==> config.mk <==
export PLATFORM = sky130hd
export DESIGN_NAME = axi_burst_write_master
export DESIGN_NICKNAME = d
export VERILOG_FILES = /design/src/rtl/axi_burst_write_master_pkg.sv /design/src/rtl/axi_burst_write_master.sv
export SDC_FILE = /design/constraint.sdc
export NUM_CORES = 1
export LEC_CHECK = 0
export CORE_UTILIZATION = 39
export CTS_BUF_LIST = sky130_fd_sc_hd__clkbuf_16
export DETAILED_ROUTE_END_ITERATION = 7
export GPL_TIMING_DRIVEN = 0
export PLACE_DENSITY = 0.86
export SLEW_MARGIN = 30
export SYNTH_ARGS = -nofsm -noshare
export SYNTH_HDL_FRONTEND = slang
export SYNTH_SLANG_ARGS = --single-unit
==> constraint.sdc <==
create_clock -name ACLK -period 3 [get_ports ACLK]
set_input_delay 0.6 -clock ACLK [delete_from_list [all_inputs] [get_ports ACLK]]
set_output_delay 0.6 -clock ACLK [all_outputs]
set_load 0.005 [all_outputs]
==> src/rtl/axi_burst_write_master_pkg.sv <==
// Shared AXI write-channel widths, encodings, burst FSM states and request-check helper.
// Pure declarations: no latency, no flow control.
package axi_burst_write_master_pkg;

  localparam int AXI_ADDR_W = 32;
  localparam int AXI_DATA_W = 32;
  localparam int AXI_STRB_W = 4;
  localparam int AXI_ID_W   = 4;
  localparam int AXI_LEN_W  = 8;

  localparam logic [2:0] AXI_SIZE_4B    = 3'b010;
  localparam logic [1:0] AXI_BURST_INCR = 2'b01;
  localparam logic [1:0] AXI_RESP_OKAY  = 2'b00;

  typedef enum logic [1:0] {
    ST_IDLE = 2'd0,
    ST_ADDR = 2'd1,
    ST_DATA = 2'd2,
    ST_RESP = 2'd3
  } wr_state_e;

  typedef struct packed {
    logic [AXI_ADDR_W-1:0] addr;
    logic [3:0]            len;
  } burst_req_t;

  // Only the low 12 address bits matter: a burst may not run past the end of its 4 KB page.
  function automatic logic burst_reject(input logic [11:0] addr_lo,
                                        input logic [3:0]  len,
                                        input logic [3:0]  max_len);
    logic [12:0] end_off;
    end_off = {1'b0, addr_lo} + (({9'd0, len} + 13'd1) << 2);
    return (addr_lo[1:0] != 2'b00) || (len > max_len) || (end_off > 13'd4096);
  endfunction

endpackage

==> src/rtl/axi_burst_write_master.sv <==
// AXI INCR write master: request -> AW -> W burst -> B -> done/done_err pulse.
// Latency: single beat with all readies high gives done 4 cycles after request accept.
// Backpressure: req_ready only in IDLE; payload stalls on wd_valid low or WREADY low, no beat lost.
module axi_burst_write_master
  import axi_burst_write_master_pkg::*;
#(
  parameter logic [3:0] MST_ID  = 4'd1,
  parameter logic [3:0] MAX_LEN = 4'd15
) (
  input  logic                  ACLK,
  input  logic                  ARESETn,
  input  logic                  req_valid,
  output logic                  req_ready,
  input  logic [AXI_ADDR_W-1:0] req_addr,
  input  logic [3:0]            req_len,
  input  logic                  wd_valid,
  output logic                  wd_ready,
  input  logic [AXI_DATA_W-1:0] wd_data,
  input  logic [AXI_STRB_W-1:0] wd_strb,
  output logic                  done,
  output logic                  done_err,
  output logic [AXI_ID_W-1:0]   AWID,
  output logic [AXI_ADDR_W-1:0] AWADDR,
  output logic [AXI_LEN_W-1:0]  AWLEN,
  output logic [2:0]            AWSIZE,
  output logic [1:0]            AWBURST,
  output logic                  AWVALID,
  input  logic                  AWREADY,
  output logic [AXI_DATA_W-1:0] WDATA,
  output logic [AXI_STRB_W-1:0] WSTRB,
  output logic                  WLAST,
  output logic                  WVALID,
  input  logic                  WREADY,
  input  logic [AXI_ID_W-1:0]   BID,
  input  logic [1:0]            BRESP,
  input  logic                  BVALID,
  output logic                  BREADY
);

  wr_state_e  state;
  burst_req_t req_q;
  logic [3:0] beat_cnt;
  logic       in_data;

  assign in_data   = (state == ST_DATA);
  assign req_ready = ARESETn && (state == ST_IDLE);

  // AW fields come straight from the latched request, so they cannot move while AWVALID waits.
  assign AWID    = MST_ID;
  assign AWADDR  = req_q.addr;
  assign AWLEN   = {4'd0, req_q.len};
  assign AWSIZE  = AXI_SIZE_4B;
  assign AWBURST = AXI_BURST_INCR;
  assign AWVALID = (state == ST_ADDR);

  assign WVALID   = in_data && wd_valid;
  assign wd_ready = in_data && WREADY;
  assign WDATA    = wd_data;
  assign WSTRB    = wd_strb;
  assign WLAST    = in_data && (beat_cnt == req_q.len);
  assign BREADY   = (state == ST_RESP);

  always_ff @(posedge ACLK or negedge ARESETn) begin
    if (!ARESETn) begin
      state    <= ST_IDLE;
      req_q    <= '0;
      beat_cnt <= 4'd0;
      done     <= 1'b0;
      done_err <= 1'b0;
    end else begin
      done     <= 1'b0;
      done_err <= 1'b0;
      case (state)
        ST_IDLE: begin
          if (req_valid && req_ready) begin
            if (burst_reject(req_addr[11:0], req_len, MAX_LEN)) begin
              done     <= 1'b1;
              done_err <= 1'b1;
            end else begin
              req_q.addr <= req_addr;
              req_q.len  <= req_len;
              state      <= ST_ADDR;
            end
          end
        end
        ST_ADDR: begin
          if (AWREADY) begin
            beat_cnt <= 4'd0;
            state    <= ST_DATA;
          end
        end
        ST_DATA: begin
          // The last beat leaves the counter at len, so it never wraps past 15.
          if (WVALID && WREADY) begin
            if (WLAST) state <= ST_RESP;
            else       beat_cnt <= beat_cnt + 4'd1;
          end
        end
        ST_RESP: begin
          if (BVALID) begin
            done     <= 1'b1;
            done_err <= (BRESP != AXI_RESP_OKAY) || (BID != MST_ID);
            state    <= ST_IDLE;
          end
        end
        default: state <= ST_IDLE;
      endcase
    end
  end

endmodule

After elaboration in Yosys (flattened, before gate mapping):

Cells that the tools add are included.

* register bits after elaboration: 44
* output and inout port bits: 93
* logic and storage cells: 57

* $add $sub $neg: 3
* order comparisons: 2
* equal/unequal tests: 12
* muxes and demuxes: 17
* bitwise gates (word level): 1
* reductions and logical operators: 16

Operators by type and width (number)
* 12-bit by 7-bit adder with 13-bit output: 1
* 13-bit > comparator (second input constant): 1
* 2-bit 2-to-1 mux: 6
* 4-bit 2-to-1 mux: 3
* 2-bit inequality test (second input constant): 4
* 2-bit case mux with 4 select lines: 1
* 4-bit case mux with 2 select lines: 1
* 1-bit logical AND: 6
* 2-bit by 1-bit inequality test with 1-bit output (second input constant): 3
* 6-bit AND reduction: 1
* 2-bit nonzero test: 3
* 4-bit by 1-bit adder with 5-bit output (second input constant): 1
* 4-bit by 1-bit adder with 4-bit output (second input constant): 1
* 2-bit equality test (second input constant): 2
* 4-bit equality test: 1
* 4-bit > comparator (second input constant): 1
* 1-bit 2-to-1 mux: 4
* 4-bit by 1-bit inequality test with 1-bit output (second input constant): 1
* 1-bit case mux with 2 select lines: 2
* 4-bit AND reduction: 1
* 1-bit logical OR: 3
* 3-bit AND reduction: 1
* 2-bit by 1-bit equality test with 1-bit output (second input constant): 1
* 2-bit logical NOT: 1
* 1-bit inverter: 1

Depth between registers and ports, before layout:

* depth after elaboration: 7
* depth in mapped cells: 11
* depth with buffers taken out: 10

Worst setup path after synthesis:

Ideal clock, no wire load.

* kind: input to register
* from: input port req_len[0]
* to: register req_q (netlist bit AWADDR[10])
* setup time: 0.127 ns
* data arrival time: 3.140 ns
* slack: -0.268 ns
* stages: 11
* buffers on the path: 1
* cell sequence: ha_1 and3_1 ha_1 inv_1 o22ai_1 or4_1 a2111oi_4 a31oi_2 nor2_8 buf_6 mux2_1

* word-level cells in the longest chain between the ends: 6
* elaborated cells between the ends (all ways): 8
* those cells by class: add/sub: 2; order compare: 2; bitwise: 1; reduce/logical: 3

RTL lines
* from (decl): RTL line axi_burst_write_master.sv:15 `input logic [3:0] req_len,`
* 4-bit by 1-bit adder with 5-bit output: RTL line axi_burst_write_master_pkg.sv:32 `end_off = {1'b0, addr_lo} + (({9'd0, len} + 13'd1) << 2);`
* 12-bit by 7-bit adder with 13-bit output: RTL line axi_burst_write_master_pkg.sv:32
* 13-bit > comparator: RTL line axi_burst_write_master_pkg.sv:33 `return (addr_lo[1:0] != 2'b00) || (len > max_len) || (end_off > 13'd4096);`
* 1-bit logical OR *: RTL line axi_burst_write_master_pkg.sv:33
* 1-bit inverter (no line) *
* 3-bit AND reduction (no line) *
* to (decl): RTL line axi_burst_write_master.sv:41 `burst_req_t req_q;`

Mark *: on every way between the ends. The rest lies on a longest branch, timed or not.
A chain may end at the register's enable or synchronous reset.

Worst setup path in the final report:

* from: input port req_addr[2]
* to: register req_q (netlist bit AWADDR[20])

* word-level cells in the longest chain between the ends: 5

RTL lines
* from (decl): RTL line axi_burst_write_master.sv:14 `input logic [AXI_ADDR_W-1:0] req_addr,`
* 12-bit by 7-bit adder with 13-bit output: RTL line axi_burst_write_master_pkg.sv:32
* 13-bit > comparator: RTL line axi_burst_write_master_pkg.sv:33
* 1-bit logical OR: RTL line axi_burst_write_master_pkg.sv:33
* 1-bit inverter (no line)
* 3-bit AND reduction (no line)

Every way passes these cells.

==> results.toml <==
[route]
drtIter0Drc = 34
routed_via_density = 4.767
wirelength_met1_um = 2592
wl_met2_um = 3645
ant_nets = 0
top_layer = "met4"
vias = 2288
drt-pass1-iter-count = 4
drc_errors = 0
wirelength_um = 7099
route.met3.wl_um = 697
wl_per_cell_um = 14.79

[run_status]
status = "complete, but fails checks"
violations = "negative setup slack"

[yosys]
synth_area_mm2 = 0.002686
synthTopCellsByArea = "dfrtp_1 (41%), mux2_1 (15%), buf_4 (14%)"
ys_ff_latch = 44
synth_area_leader_cell = "dfrtp_1"
synthFlopType = "dfrtp_1"
synth_edf_count = 0
async_reset_ff_share_pct = 100.0
syn_avg_cell_area_um2 = 11.38
synth_top_area_share_pct = 40.99
synth-seq-area-share_pct = 40.99
yosysWarningCount = 0
synth.distinct_cells = 42
syn_inst = 236

[min_path]
hold_path_class = "in2async"

[global_routing]
grt_antenna_before_repair = 0
grt.total_usage_pct = 19.36
grt_max_degree = 47
grt_overflow_total = 0
grt_pass1_wl_um = 10970
grt_pass1_vias = 2378

[clocking]
cts_buffers = 5
cts_buffer_depth = 2
path_clk_slew_ns = 0.06
cts_tree = "yes"
clkLatencyLatePin_ns = 0.28
numClockSinks = 44
clockRootBuffer = "clkbuf_16"
htree_levels = 2

[cells_and_area]
syn_to_final_growth_pct = 77.27
drive_above_1_share_pct = 32.51
multi_input_area_mm2 = 0.001455
layout_commonest_cell = "clkdlybuf4s50_1"
seq_area_mm2 = 0.001101
num_antenna_cells = 0
layout_common_cells = "clkdlybuf4s50_1 (118), buf_4 (62), dfrtp_1 (44)"
final_nets = 501
fill_cells = 447
post-route-util_pct = 73.32

[timing]
min_period_ns = 3.110
slew_violations = 0
clock_skew_ns = 0.005810
rsz0062_at_grt = "true"
setup_viol = 35
hold_viol = 0
period_share_pct = 103.7
tns_ns = -1.760
tightestPinTransition_ns = 0.6732
fmax_ghz = 0.3215
setup_slack_ns = -0.1102
relSlewSlack_pct = 54.71

[flow_run]
cap_violations = 0

[floorplan]
die_x_um = 85.00
ioPinCount = 178
initial_utilization_pct = 41.36
core_mm2 = 0.006495
die_area_mm2 = 0.007224
row_count = 29
die_h_um = 85.00

[power]
clock_power_share_pct = 19.8
pwr-share-comb_pct = 47.9
total_power_mw = 3.051
sw_frac_of_total_pct = 28.87
power_leakage_nw = 2.164
p_int_mw = 2.170
power_density_mw_per_mm2 = 640.8
power_frac_seq_pct = 32.3
peakVddDrop_uv = 380.9
switchingPower_mw = 0.8810

[setup_path]
path_class = "in2reg"
end_kind = "register"
start_kind = "input port"
r2r-end = "state[0]$_DFFE_PN0P_"
cp.required_ns = 3.16
r2r-start = "state[0]$_DFFE_PN0P_"
crit_arrival_ns = 3.27
r2r_setup_slack_ns = 0.72
rr_worst_depth = 9
crit_fanout = 5

[placement]
dp_hpwl_um = 5023
io_buffer_count = 128
gp_congestion = 0.7856
place_ws_ns = -1.119
[worst max-delay path by stage]
| stage | startpoint | depth (start not counted) | endpoint | slack (ns) |
|---|---|---|---|---|
| 2_1_floorplan | req_len[1] | 11 | AWADDR[10]$_DFFE_PN0P_ | -0.20 |
| 3_3_place_gp | ARESETn | 8 | state[1]$_DFFE_PN0P_ | -1.54 |
| 3_5_place_dp | req_len[0] | 12 | AWADDR[20]$_DFFE_PN0P_ | -1.12 |
| 4_1_cts | req_len[0] | 14 | AWADDR[18]$_DFFE_PN0P_ | -0.08 |
| 5_1_grt | req_len[0] | 14 | AWADDR[20]$_DFFE_PN0P_ | -0.17 |
| 6_report | req_addr[2] | 12 | AWADDR[20]$_DFFE_PN0P_ | -0.11 |
[cells in the mapped netlist, types with 2 or more instances]
cell type,count
buf_4,49
dfrtp_1,44
mux2_1,35
ha_1,13
xor2_1,9
inv_1,6
nand2_1,6
nand3_1,6
a21oi_1,5
nor2_1,5
nor2b_1,5
and2_1,4
a22o_1,3
buf_6,3
nor3_1,3
o21ai_0,3
xnor2_1,3
a21oi_2,2
and3_1,2
conb_1,2
nand4_1,2
nor4_1,2
o211ai_1,2
o21a_1,2
o21ai_1,2
or4_1,2
[what timing repair did]
| item | CTS | global route |
|---|---|---|
| setup buffers | 16 | 3 |
| endpoints found under the hold margin | 0 | 0 |
| endpoints found under the setup margin | 40 | 36 |
| hold buffers | 0 | 0 |
| pin swaps | 10 | 2 |
| gates resized for setup | 57 | 19 |
| cloned | 2 | 0 |
[power groups by stage]
stage	clock network, mW	registers, mW	logic [mW]
floorplan	0	0.978	0.571
global placement	0	0.968	1.25
global route	0.645	1.01	1.58
detailed placement	0	0.984	1.29
CTS	0.614	0.979	1.40
finish	0.603	0.986	1.46
[stage by stage]
step | cell area, um2 | std cells | hold slack, ns
3_5_place_dp | 4199 | 452 | 0.4774
5_1_grt | 4762 | 480 | 0.3753
6_report | 4762 | 480 | 0.3175
2_1_floorplan | 2824 | 247 | 0.3044
4_1_cts | 4688 | 478 | 0.3409
3_3_place_gp | 4202 | 452 | 0.4655
[state kept, by name, summed over array words and instances, names as in the netlist]
| register | count |
|---|---|
| AWADDR | 32 |
| AWLEN | 4 |
| beat_cnt | 4 |
| state | 2 |
| done | 1 |
| done_err | 1 |
[cells by family after synthesis]
family	count (synthesis)	share of synthesized area (%)
AO/OA/AOI/OAI	29	8.384
AND/OR/NAND/NOR	40	8.616
other	2	0.2796
multiplexers	36	15.09
adder cells (fa/ha/maj)	14	6.800
flip-flops	44	40.99
XOR/XNOR	12	3.913
buffers and inverters	59	15.93
[cell type report]
cell class | instances | area share [%]
repair buffers | 148 | 31.53
clock buffers | 5 | 2.627
well taps | 77 | 2.023
multi-input cells | 144 | 30.56
inverters | 6 | 0.4729
clock inverters | 3 | 0.8145
plain buffers | 53 | 8.854
flip-flops and latches | 44 | 23.12
[layer usage]
layer  vias up  global-route usage, %
met4         0                  7.858
met2       122                  34.82
li1       1094                      -
met3        15                  6.615
met5         -                      0
met1      1057                  20.75
[worst max-delay path: stages]
cell,delay [ns]
clkdlybuf4s15_1,0.23
ha_4,0.21
fa_2,0.37
xor2_1,0.19
or3_4,0.37
a2111oi_4,0.36
a31oi_4,0.17
nor2_8,0.15
buf_12,0.13
buf_6,0.09
buf_8,0.11
mux2_4,0.30
No activity file was read; power rests on OpenSTA's default activity.
